`src/rtl/miriscv_irq_pkg.sv`:
```
// Shared types and constants for the miriscv interrupt controller.
package miriscv_irq_pkg;

    typedef enum logic [1:0] {
        SCAN  = 2'd0,
        SERVE = 2'd1,
        FIN   = 2'd2
    } irq_state_t;

    localparam logic [31:0] IRQ_CAUSE_BASE = 32'h8000_0010;
    localparam int          IRQ_MAX        = 32;

    // mcause for a served line: base plus the zero-extended line number
    function automatic logic [31:0] irq_cause(input logic [4:0] line);
        return IRQ_CAUSE_BASE + {27'd0, line};
    endfunction

endpackage

```
`src/rtl/miriscv_irq_ctrl.sv`:
```
// Round-robin interrupt controller: scans mie-qualified requests, raises one
// interrupt with its mcause, and acknowledges the served line after mret.
module miriscv_irq_ctrl
    import miriscv_irq_pkg::*;
#(
    parameter int N_IRQ = 32
) (
    input  logic             clk_i,
    input  logic             rst_n_i,
    input  logic [N_IRQ-1:0] int_req_i,
    input  logic [N_IRQ-1:0] mie_i,
    input  logic             irq_ret_i,
    output logic             irq_o,
    output logic [31:0]      irq_cause_o,
    output logic [N_IRQ-1:0] int_fin_o
);

    localparam int               IDX_W    = $clog2(N_IRQ);
    localparam logic [IDX_W-1:0] IDX_LAST = IDX_W'(N_IRQ - 1);
    localparam logic [IDX_W-1:0] IDX_ONE  = IDX_W'(1'b1);
    localparam logic [IDX_W-1:0] IDX_ZERO = IDX_W'(1'b0);
    localparam logic [N_IRQ-1:0] FIN_ONE  = N_IRQ'(1'b1);

    irq_state_t       state_r, state_n;
    logic [IDX_W-1:0] idx_r, idx_n;
    logic [IDX_W-1:0] srv_r, srv_n;
    logic             irq_r, irq_n;
    logic [31:0]      cause_r, cause_n;
    logic [N_IRQ-1:0] fin_r, fin_n;
    logic             hit_s;

    // Explicit wrap keeps non-power-of-two N_IRQ inside the request vector
    function automatic logic [IDX_W-1:0] wrap_inc(input logic [IDX_W-1:0] v);
        if (v == IDX_LAST) begin
            return IDX_ZERO;
        end else begin
            return v + IDX_ONE;
        end
    endfunction

    assign hit_s = int_req_i[idx_r] & mie_i[idx_r];

    // Next-state, scan pointer and next output register values
    always_comb begin
        state_n = state_r;
        idx_n   = idx_r;
        srv_n   = srv_r;
        irq_n   = 1'b0;
        cause_n = 32'h0000_0000;
        fin_n   = {N_IRQ{1'b0}};

        case (state_r)
            SCAN: begin
                if (hit_s) begin
                    srv_n   = idx_r;
                    state_n = SERVE;
                end else begin
                    idx_n   = wrap_inc(idx_r);
                end
            end
            SERVE: begin
                if (irq_ret_i) begin
                    state_n = FIN;
                end else begin
                    state_n = SERVE;
                end
            end
            FIN: begin
                // Resume just past the served line so every other line goes first
                idx_n   = wrap_inc(srv_r);
                state_n = SCAN;
            end
            default: begin
                idx_n   = IDX_ZERO;
                state_n = SCAN;
            end
        endcase

        if (state_n == SERVE) begin
            irq_n   = 1'b1;
            cause_n = irq_cause(5'(srv_n));
        end else begin
            irq_n   = 1'b0;
            cause_n = 32'h0000_0000;
        end

        if (state_n == FIN) begin
            fin_n = FIN_ONE << srv_r;
        end else begin
            fin_n = {N_IRQ{1'b0}};
        end
    end

    // State, pointers and registered outputs
    always_ff @(posedge clk_i or negedge rst_n_i) begin
        if (!rst_n_i) begin
            state_r <= SCAN;
            idx_r   <= IDX_ZERO;
            srv_r   <= IDX_ZERO;
            irq_r   <= 1'b0;
            cause_r <= 32'h0000_0000;
            fin_r   <= {N_IRQ{1'b0}};
        end else begin
            state_r <= state_n;
            idx_r   <= idx_n;
            srv_r   <= srv_n;
            irq_r   <= irq_n;
            cause_r <= cause_n;
            fin_r   <= fin_n;
        end
    end

    assign irq_o       = irq_r;
    assign irq_cause_o = cause_r;
    assign int_fin_o   = fin_r;

endmodule
```
`config.mk`:
```
export PLATFORM = sky130hd
export DESIGN_NAME = miriscv_irq_ctrl
export DESIGN_NICKNAME = d
export VERILOG_FILES = /design/src/rtl/miriscv_irq_pkg.sv /design/src/rtl/miriscv_irq_ctrl.sv
export SDC_FILE = /design/constraint.sdc
export NUM_CORES = 1
export LEC_CHECK = 0
export CAP_MARGIN = 20
export CELL_PAD_IN_SITES_DETAIL_PLACEMENT = 1
export CELL_PAD_IN_SITES_GLOBAL_PLACEMENT = 1
export CORE_MARGIN = 4
export CORE_UTILIZATION = 32
export CTS_CLUSTER_DIAMETER = 100
export DETAILED_ROUTE_END_ITERATION = 7
export MAX_ROUTING_LAYER = met4
export PLACE_DENSITY = 0.89
export SYNTH_ARGS = -nofsm -noshare
export SYNTH_HDL_FRONTEND = slang
export SYNTH_SLANG_ARGS = --single-unit
```
`constraint.sdc`:
```
create_clock -name clk_i -period 6.3 [get_ports clk_i]
set_clock_uncertainty 0.05 [all_clocks]
set_input_delay 1.26 -clock clk_i [delete_from_list [all_inputs] [get_ports clk_i]]
set_output_delay 1.26 -clock clk_i [all_outputs]
set_load 0.02 [all_outputs]
```
Word level (Yosys, flattened, before mapping)
Cells that the tools add are included.
{ "op_classes": {"n_reduce_logical": 2, "n_shift": 1, "mux": 16, "mul": 0, "magnitude_cmp": 1, "n_bitwise": 2, "eq_ne": 7, "n_div": 0, "n_addsub": 3} }
{ "op_table": {"columns": ["operator", "n"], "rows": [
  ["$mux W32", 2],
  ["$add A32 B5 Y32 const A", 1],
  ["$shl A1 B5 Y32 const A", 1],
  ["$mux W5", 5],
  ["$pmux W5 S3", 1],
  ["$add A5 B1 Y5 const B", 2],
  ["$bmux W1 S5", 2],
  ["$eq A5 B5 Y1 const B", 2],
  ["$lt A5 B6 Y1 const B", 1],
  ["$eq A2 B1 Y1 const B", 2],
  ["$eq A2 B2 Y1 const B", 2],
  ["$mux W2", 2],
  ["$pmux W2 S2", 1],
  ["$mux W1", 3],
  ["$logic_not A2 Y1", 1],
  ["$ne A2 B2 Y1 const B", 1],
  ["$reduce_and A2 Y1", 1],
  ["$and A1 B1 Y1", 1],
  ["$not A1 Y1", 1]
]} }
{ "word_totals": {"elab_cells": 38, "rom_bits": 0, "n_memories": 0, "ramBits": 0, "input_bits": 67, "out_inout_bits": 65, "latch_bits": 0, "ff_bits": 77} }

Logic depth before layout (Yosys ltp)
Gate-level depths: netlist of the first run.
{ "depth": {"ltp_word": 7, "mapped_depth": 8} }

Worst setup path before layout of the first run
No wires, ideal clock.
{ "synth_path": {"path_type": "input port to flip-flop", "start": "in mie_i[18]", "end": "reg srv_r[3]", "required_ps": 6125, "cell_stages": 7, "setup_ps": 125, "t_arrival_ps": 2719, "slack_ps": 3406, "path_cell_list": "and3b_1 a311o_1 a31oi_2 o211ai_4 or2_1 buf_6 mux2_4"} }
{ "synth_between": {"elab_chain_cells": 5} }
{ "synth_rtl": {"columns": ["item", "line", "source"], "rows": [
  ["from (decl)", "miriscv_irq_ctrl.sv:11", "input logic [N_IRQ-1:0] mie_i,"],
  ["$bmux W1 S5", "miriscv_irq_ctrl.sv:41", "assign hit_s = int_req_i[idx_r] & mie_i[idx_r];"],
  ["$mux W1 (not written as such)", "miriscv_irq_ctrl.sv:41", null],
  ["$and A1 B1 Y1", "miriscv_irq_ctrl.sv:41", null],
  ["$mux W5", "miriscv_irq_ctrl.sv:54", "if (hit_s) begin"],
  ["$mux W5", "miriscv_irq_ctrl.sv:52", "case (state_r)"],
  ["net srv_n[3]", "miriscv_irq_ctrl.sv:26", "logic [IDX_W-1:0] srv_r, srv_n;"],
  ["to (signal assigned)", "miriscv_irq_ctrl.sv:106", "srv_r <= srv_n;"],
  ["to (decl)", "miriscv_irq_ctrl.sv:26", null]
]} }
The timed path passes the listed nets, and every way through them passes these cells. The select of a mux whose other input is x is not followed.
A chain may end at the register's enable or synchronous reset.

Worst setup path after layout of the first run
{ "layout_path": {"start": "in mie_i[10]", "end": "reg srv_r[3]"} }
Same word-level chain as after synthesis.

==> results.md, run 1 <==
* Status: finished clean
* Num CTS Buffers at 5
* Startpoint class of the critical path: primary input
* CTS Root Cell: clkbuf_8
* First-pass GRT wire length at 12.16 mm
* Iteration-0 DRC Markers at between 80 and 90
* Slowest CP cell: nor4_4
* CTS max path bufs at 2
* Initial antenna violation count at 0
* Tcrit/Tclk final at 51.58%
* Sw power at roughly 0.46 mW
* Setup bufs post-CTS at 0
* RePlAce Congestion at between 0.7 and 0.8
* Rel. slew slack at 37.70%
* Via count at approximately 2200
* Netlist cell types at 51
* Max-cap viol count at 0
* Worst min path class: reg -> reg
* Kind of critical path: in -> reg
* Hold_buf cts at 0
* DRC viols at 0
* Die X at between 90 and 100 microns
* Post-synth ARST share at 100.0%
* Full die area at 9959 sq um
* Worst path required time at ~6.4 ns
* CP top delay family: simple AND/OR/NAND/NOR gates
* Final hold violation count at 0
* WL final at around 7.4 mm
* Worst ir drop on vdd at 0.0001219 V
* Logic pwr share at 40.8%
* Worst slew pin tran at 0.9346 ns
* PostCTS Resize Cnt at 0
* Worst EP arrival at 3.39 ns
* Antenna-violating nets left at 0
* Final Slew Violations at 0
* Buffers on Ports at 106
* RSZ-0062 raised after global routing: no
* Total grt overflow at 0
* Number of global-route vias before repair at approximately 2600
* Worst-Skew Late Latency at 0.30 ns
* DP Wirelength at 6.158 mm
* Die Ht at between 90 and 100 microns
* CP Capture Type: flop
* Setup TNS at 0 ns
* Mapped Area at 2696 sq um
* Synth top area share at 47.33%
* Area leader, netlist: dfrtp_1
* Leak pwr at 1.723 nW
* Placed cell area at 3712 sq um
* Crit path time final at 3.249 ns
* Starting Density at 32.82%
* Yosys reg bits at 51
* Num rows at 33
* Sw Share at 38.83%
* Fin area at 3839 sq um
* Diode count at 0
* Clock Power Share at 18.4%
* Syn Inst Count at around 270
* Total GRT Usage at 15.62%
* Wire per inst at 15.74 microns
* Fill count at about 930
* Power density cells at slightly above 300 nW/um^2
* DR pass1 iterations at 4
* Worst-path clk slew at 0.08 ns
* Via-to-Cell Ratio at 4.772
* Int Power at 0.7199 mW
* Largest net degree at the start of global routing at 52
* Depth of the CTS H-tree at 2
* Worst Path Max Fanout at 9
* Crit path largest cell delay at 0.56 ns
* Sequential power share at 40.8%
* Sequential share of the synthesized area at 47.33%
* Post-synth EDFFs at 0
* Critical-path cell list: clkdlybuf4s50_1 -> nand2_1 -> o211ai_1 -> a31oi_1 -> nor4_4 -> or2_1 -> mux2_4
* Clock tree sinks at 51
* Share of cells above drive strength 1 at under 10%
* Worst path bufs/invs at 1
* Synth-to-Final Area Change at 42.37%
* Final setup viols at 0
* Largest cells by area after synthesis: dfrtp_1 47%, buf_4 7.5%, ha_1 4.2%
* Core footprint at 8217 sq um
* Fmax at 307.8 MHz
* TritonCTS clock tree: built
* Syn. warnings at 0
* Syn_area_per_cell at 10.14 sq um
* Synth Flop Type: dfrtp_1
* Io pins at 132
* Nets at 441
==> registers in the layout (all words and copies together) (netlist names) <==
name and cells:
irq_cause_o 7, state_r 2, srv_r 5, int_fin_o 32, idx_r 5
==> placed cells by master (no fill, tap or decap), types with 3 or more instances in the layout <==
cell type / count
o211ai_1: 6
clkdlybuf4s50_1: 105
mux2_2: 3
nand3_1: 17
and2_1: 16
nor2_1: 17
and3_1: 14
o21ai_0: 7
nand3b_1: 9
o22ai_1: 3
inv_1: 8
clkbuf_8: 5
or3_1: 3
ha_1: 9
conb_1: 25
nand2_1: 19
dfrtp_1: 51
nor2b_1: 3
==> worst min-delay path: stages, from the launching register on <==
cell     delay (ns)
dfrtp_1        0.42
nand2_1        0.08
nand2_1        0.07
==> through the flow <==
stage                     hold slack, ns  setup WS, ns  total power, mW  instances  util, %
after floorplan                   0.4688         3.406           0.8221        290        -
after global placement            0.5032         2.805           0.9492        462    45.18
after detailed placement          0.5396         2.713           0.9714        462    45.18
after CTS                         0.5605         3.036            1.191        469    46.47
after global routing              0.6021         2.921            1.271        470    46.72
final                             0.5496         3.051            1.177        470    46.72
==> logic make-up after synthesis <==
| family | share of synthesized area [%] |
|---|---|
| AND/OR/NAND/NOR | 23.85 |
| AO/OA/AOI/OAI | 10.16 |
| adder cells (fa/ha/maj) | 4.176 |
| other | 0.1391 |
| flip-flops | 47.33 |
| XOR/XNOR | 0.9747 |
| multiplexers | 2.552 |
| buffers and inverters | 10.81 |
==> final timing paths <==
check	startpoint	end	slack, ns	cells past startpoint
max	mie_i[10]	srv_r[3]	3.05	7
min	srv_r[1]	irq_cause_o[1]	0.55	2
max reg2reg	idx_r[0]	srv_r[3]	3.48	6
min reg2reg	srv_r[1]	irq_cause_o[1]	0.55	2
max in group asynchronous	rst_n_i	int_fin_o[8]	4.97	2
min in group asynchronous	rst_n_i	int_fin_o[1]	0.75	1
==> cell type report <==
type	count	area (sq um)	area share (%)
clock buffer	5	68.82	1.793
inverter	8	30.03	0.7823
clock inverter	2	37.54	0.9778
timing repair buffer	107	1076	28.03
multi-input combinational	192	1219	31.75
tap	105	131.4	3.422
sequential	51	1276	33.25
==> Yosys cell counts (3+ instances only) <==
master	n
and2_1	16
and3_1	14
buf_2	4
buf_4	27
clkbuf_1	6
dfrtp_1	51
ha_1	9
inv_1	8
mux2_2	3
nand2_1	19
nand3_1	17
nand3b_1	9
nor2_1	17
nor2b_1	3
o211ai_1	6
o21ai_0	7
o22ai_1	3
or3_1	3
==> metal layers <==
| metal | GRT usage (%) | vias up | wire, microns | part of all wire, % |
|---|---|---|---|---|
| li1 | - | 1061 | - | - |
| met1 | 16.72 | 1046 | 2812 | 38 |
| met2 | 28.42 | 118 | 3808 | 51 |
| met3 | 3.544 | 18 | 597 | 8.1 |
| met4 | 5.042 | 0 | 178 | 2.4 |
| met5 | - | - | 0 | 0 |
==> power by group through the flow <==
stage                     Clock (mW)  Sequential (mW)  Combinational (mW)
final                          0.216            0.480               0.480
after global routing           0.240            0.497               0.533
after CTS                      0.223            0.480               0.487
after detailed placement           0            0.487               0.485
after global placement             0            0.483               0.467
after floorplan                    0            0.436               0.386
(Power assumes the default switching activity.)
==> run 2, diff against run 1 <==
--- a/config.mk
+++ b/config.mk
@@ -9,11 +9,11 @@
 export CELL_PAD_IN_SITES_DETAIL_PLACEMENT = 1
 export CELL_PAD_IN_SITES_GLOBAL_PLACEMENT = 1
 export CORE_MARGIN = 4
-export CORE_UTILIZATION = 32
+export CORE_UTILIZATION = 27
 export CTS_CLUSTER_DIAMETER = 100
 export DETAILED_ROUTE_END_ITERATION = 7
 export MAX_ROUTING_LAYER = met4
-export PLACE_DENSITY = 0.89
+export PLACE_DENSITY = 0.8
 export SYNTH_ARGS = -nofsm -noshare
 export SYNTH_HDL_FRONTEND = slang
 export SYNTH_SLANG_ARGS = --single-unit
==> constraint.sdc (replaced) <==
create_clock -name clk_i -period 2.91 [get_ports clk_i]
set_clock_uncertainty 0.05 [all_clocks]
set_input_delay 0.582 -clock clk_i [delete_from_list [all_inputs] [get_ports clk_i]]
set_output_delay 0.582 -clock clk_i [all_outputs]
set_load 0.02 [all_outputs]
==> run 2 against run 1 <==
- first-iteration DRC count decreased by 32%
- flip-flop and latch count unchanged
- highest routed layer unchanged
- register-to-register slack got worse by 3.0 ns
- via count hardly changed
- critical endpoint unchanged
- worst hold slack worse by 0.21 ns
==> results.md, run 2 (synthesis gave the netlist of run 1 again) <==
* First-pass GRT wire length at 12.39 mm
* Setup TNS at 0 ns
* Worst path required time at between 3 and 4 ns
* Leak pwr at approximately 1.7 nW
* Rel. slew slack at 58.20%
* Initial antenna violation count at 0
* DRC viols at 0
* Fin area at 3906 sq um
* Worst Path Max Fanout at 13
* CP top delay family: compound AO/OA/AOI/OAI gates
* TritonCTS clock tree: built
* Placed cell area at around 3800 sq um
* Fill count at 1139
* RSZ-0062 raised after global routing: no
* Multi-input gate area in the final layout at 1219 sq um
* Largest register FFs at 32
* Worst slew pin tran at between 0.6 and 0.7 ns
* Setup bufs post-CTS at 0
* Worst hold slack at approximately 0.34 ns
* Most common cell after layout, fill and taps aside: clkdlybuf4s50_1
* Most frequent cells in the layout: 105 x clkdlybuf4s50_1, 51 x dfrtp_1, 25 x conb_1
* Total GRT Usage at 13.88%
* Worst ir drop on vdd at approximately 0.00022 V
* WL final at 7.800 mm
* Via-to-Cell Ratio at 4.448
* Buffers on Ports at approximately 110
* PostCTS Resize Cnt at 0
* Register area at between 1000 and 1500 sq um
* Finished Layout Cells at 504
* RePlAce Congestion at 0.8251
* Total grt overflow at 0
* Crit path largest cell delay at 0.62 ns
* CP Capture Type: flop
* Worst min path class: in -> async
* Power density cells at slightly below 700 nW/um^2
* Share of cells above drive strength 1 at 7.008%
* Tcrit/Tclk final at 84.67%
* Die X at ~110 microns
* Core footprint at 9729 sq um
* Critical path depth at 7
* Status: finished clean
* Diode count at 0
* Via count at roughly 2200
* Largest net degree at the start of global routing at 52
* Antenna-violating nets left at 0
* Slowest CP cell: dfrtp_1
* DP Wirelength at 6.513 mm
* Synth-to-Final Area Change at 44.87%
* Worst-path clk slew at approximately 0.090 ns
* Depth of the CTS H-tree at 2
* Final setup viols at 0
* Crit path time final at approximately 2.5 ns
* Iteration-0 DRC Markers at 57
* CTS max path bufs at 2
* Worst EP arrival at 2.61 ns
* Startpoint class of the critical path: flop
* Io pins at around 130
* Fmax at 405.9 MHz
* Worst-Skew Late Latency at 0.30 ns
* Hold_buf cts at 0
* Kind of critical path: reg -> reg
* Num CTS Buffers at 5
* Full die area at between 10000 and 15000 sq um
* Critical-path cell list: buf_4 -> nand3b_1 -> a21boi_0 -> o31ai_2 -> o211ai_4 -> or2_1 -> mux2_4
* Number of global-route vias before repair at 2478
* Worst path bufs/invs at 1
* Final hold violation count at 0
* Die Ht at between 100 and 150 microns
* Nets at 447
* Wire per inst at ~15 microns
* Core Util, Final at 40.15%
* Max-cap viol count at 0
* Clock tree sinks at 51
* DR pass1 iterations at 4
* Worst R2R Path Depth at 7
* Starting Density at 27.71%
* Num rows at 36
* CTS Root Cell: clkbuf_8
* Placed Instances at 497
* Final Slew Violations at 0
## run 2: power breakdown
| part | internal [mW] | switching [mW] | leakage (nW) |
|---|---|---|---|
| registers | 0.813 | 0.172 | 0.697 |
| logic | 0.545 | 0.635 | 1.00 |
| clock network | 0.251 | 0.223 | 0.0502 |
## run 2: metal layers
metal  vias up  GRT usage [%]  wire length (microns)
met1      1051          15.47                   3183
li1       1072              -                      -
met5         -              -                      0
met4         0          3.156                     68
met3         9          2.507                    570
met2       110          25.75                   3978
## run 2: worst paths after layout
path / from / to / slack [ns]
setup reg to reg: idx_r[0] / srv_r[3] / 0.45
max in group asynchronous: rst_n_i / irq_cause_o[31] / 2.06
min in group clk_i: srv_r[1] / irq_cause_o[1] / 0.57
hold / removal: rst_n_i / int_fin_o[5] / 0.34
hold reg to reg: srv_r[1] / irq_cause_o[1] / 0.57
setup / recovery: idx_r[0] / srv_r[3] / 0.45
## run 2: cell type report
type                       instances  area share [%]
sequential                        51           32.67
multi-input combinational        192           31.20
timing repair buffer             113           28.38
tap                              133           4.260
clock buffer                       5           1.762
clock inverter                     2          0.9609
inverter                           8          0.7687
## run 2: stage by stage
| step | worst slack [ns] | power (mW) |
|---|---|---|
| after floorplan | 0.6767 | 1.780 |
| after global placement | 0.2036 | 2.140 |
| after detailed placement | 0.1365 | 2.203 |
| after CTS | 0.4277 | 2.688 |
| after global routing | 0.3029 | 2.851 |
| final | 0.4461 | 2.639 |
==> run 3, diff against run 2 <==
==> constraint.sdc (replaced) <==
create_clock -name clk_i -period 2 [get_ports clk_i]
set_clock_uncertainty 0.05 [all_clocks]
set_input_delay 0.4 -clock clk_i [delete_from_list [all_inputs] [get_ports clk_i]]
set_output_delay 0.4 -clock clk_i [all_outputs]
set_load 0.02 [all_outputs]
==> run 3 against run 2 <==
- the run now ends with setup timing left
- die area is the same
- register-to-register slack lost 0.58 ns
- global-route usage shrank 0.11 points
- maximum frequency grew 16%
- cell count grew 6.0%
- clock power grew 45%
- combinational power grew 110%
- critical endpoint unchanged
- largest cell class is now buffers
- largest power group unchanged
==> results.md, run 3 (synthesis gave the netlist of run 1 again) <==
* Clock tree sinks at 51
* Worst EP arrival at 2.27 ns
* Nets at 477
* Number of global-route vias before repair at 2560
* Reg-to-reg startpoint: idx_r[3]
* First-pass GRT wire length at 12.45 mm
* Die Ht at roughly 110 microns
* Finished Layout Cells at 534
* Worst setup margin at -0.1326 ns
* Placed Instances at around 520
* Largest net degree at the start of global routing at 37
* TritonCTS clock tree: built
* Hold_buf cts at 0
* Num CTS Buffers at 5
* Rel. slew slack at 48.32%
* Worst min path class: in -> async
* Diode count at 0
* Max layer used: met4
* Worst R2R End: srv_r[3]
* Core footprint at just under 10000 sq um
* Final setup viols at 9
* CP Capture Type: flop
* Placed cell area at 3973 sq um
* Reg2reg setup slack at -0.13 ns
* DP Worst Slack at -0.5180 ns
* Wire per inst at 15.16 microns
* Worst slew pin tran at 0.7752 ns
* Final hold violation count at 0
* RePlAce Congestion at about 0.83
* Full die area at approximately 12000 sq um
* Worst ir drop on vdd at 0.0004077 V
* Worst R2R Path Depth at 6
* Met3 routed WL at about 620 microns
* RSZ-0062 raised after global routing: yes
* Io pins at approximately 130
* CTS max path bufs at 2
* Most common cell after layout, fill and taps aside: clkdlybuf4s50_1
* Total grt overflow at 0
* Kind of critical path: reg -> reg
* Worst-path clk slew at 0.09 ns
* WL final at roughly 8 mm
* Leak pwr at 1.939 nW
* Status: finished, violations left
* Synth-to-Final Area Change at 59.44%
* Buffers on Ports at 106
* Starting Density at 27.71%
* Worst-Skew Late Latency at 0.30 ns
* Fin area at 4299 sq um
* Max-cap viol count at 0
* CTS Root Cell: clkbuf_8
* Final Slew Violations at 0
* DRC viols at 0
* Design Power at 4.574 mW
* Crit path time final at approximately 2.1 ns
* Most frequent cells in the layout: 105 x clkdlybuf4s50_1, 47 x dfrtp_1, 28 x buf_4
* Via-to-Cell Ratio at 4.466
* Antenna-violating nets left at 0
* DP Wirelength at 6.766 mm
* Depth of the CTS H-tree at 2
* Initial antenna violation count at 0
* DR pass1 iterations at 4
* Power density cells at 1064 nW/um^2
* Metal2 WL at 4.215 mm
* Num rows at 36
* Worst path required time at about 2.1 ns
* M1 wire length at 3.140 mm
* Violated checks: setup timing
* Tcrit/Tclk final at 106.6%
* Total GRT Usage at 13.78%
* Share of cells above drive strength 1 at between 15 and 20%
* Via count at 2385
* Worst Path Max Fanout at 6
* Iteration-0 DRC Markers at 21
* Largest register FFs at 32
* Die X at 107.9 microns
* Core Util, Final at roughly 44%
* Startpoint class of the critical path: flop
* Fmax at 468.9 MHz
run 3: cell types whose count changed in the layout (fill, tap and decap cells not counted), sizes merged:
cell	previous run	this run
buf	8	38
run 3: worst max-delay path: stages (launching register included):
cell	delay, ns
dfrtp_2	0.46
or4b_4	0.52
a211oi_2	0.25
o21ai_2	0.09
o211ai_4	0.12
or2_4	0.22
mux2_4	0.31
run 3: cell type report:
class | count | area (sq um)
clock buffers | 5 | 68.82
clock inverters | 2 | 37.54
fillers | 1110 | 5430
inverters | 8 | 30.03
multi-input cells | 192 | 1348
flip-flops and latches | 51 | 1281
well taps | 133 | 166.4
repair buffers | 143 | 1368
run 3: stage by stage:
step / hold slack, ns / TNS [ns]
floorplan: 0.05441 / -0.1461
global placement: 0.4384 / -5.384
detailed placement: 0.4739 / -6.124
CTS: 0.1407 / -0.6943
global route: 0.1781 / -2.460
finish: 0.1258 / -0.8611
run 3: worst max path at each step:
stage	from	end	slack [ns]
final	idx_r[3]	srv_r[3]	-0.13
after global routing	idx_r[3]	idx_r[2]	-0.23
after CTS	state_r[1]	srv_r[3]	-0.11
after detailed placement	mie_i[30]	srv_r[3]	-0.52
after global placement	mie_i[18]	srv_r[3]	-0.43
after floorplan	state_r[1]	srv_r[3]	-0.15
run 3: power breakdown:
part | switching, mW | leakage, nW | internal (mW)
Clock | 0.322 | 0.0502 | 0.366
Combinational | 1.25 | 1.20 | 1.29
Sequential | 0.160 | 0.692 | 1.19
Total | 1.73 | 1.94 | 2.85
run 3: metal layers:
| layer | track usage [%] | up-vias |
|---|---|---|
| li1 | - | 1129 |
| met1 | 14.86 | 1121 |
| met2 | 25.89 | 124 |
| met3 | 3.045 | 11 |
| met4 | 2.795 | 0 |
| met5 | - | - |
run 3: what timing repair did:
item / in CTS / in global routing
pin swaps: 10 / 9
setup endpoints to repair: 15 / 17
resized for setup: 21 / 20
gates cloned: 0 / 1
setup buffers: 5 / 3
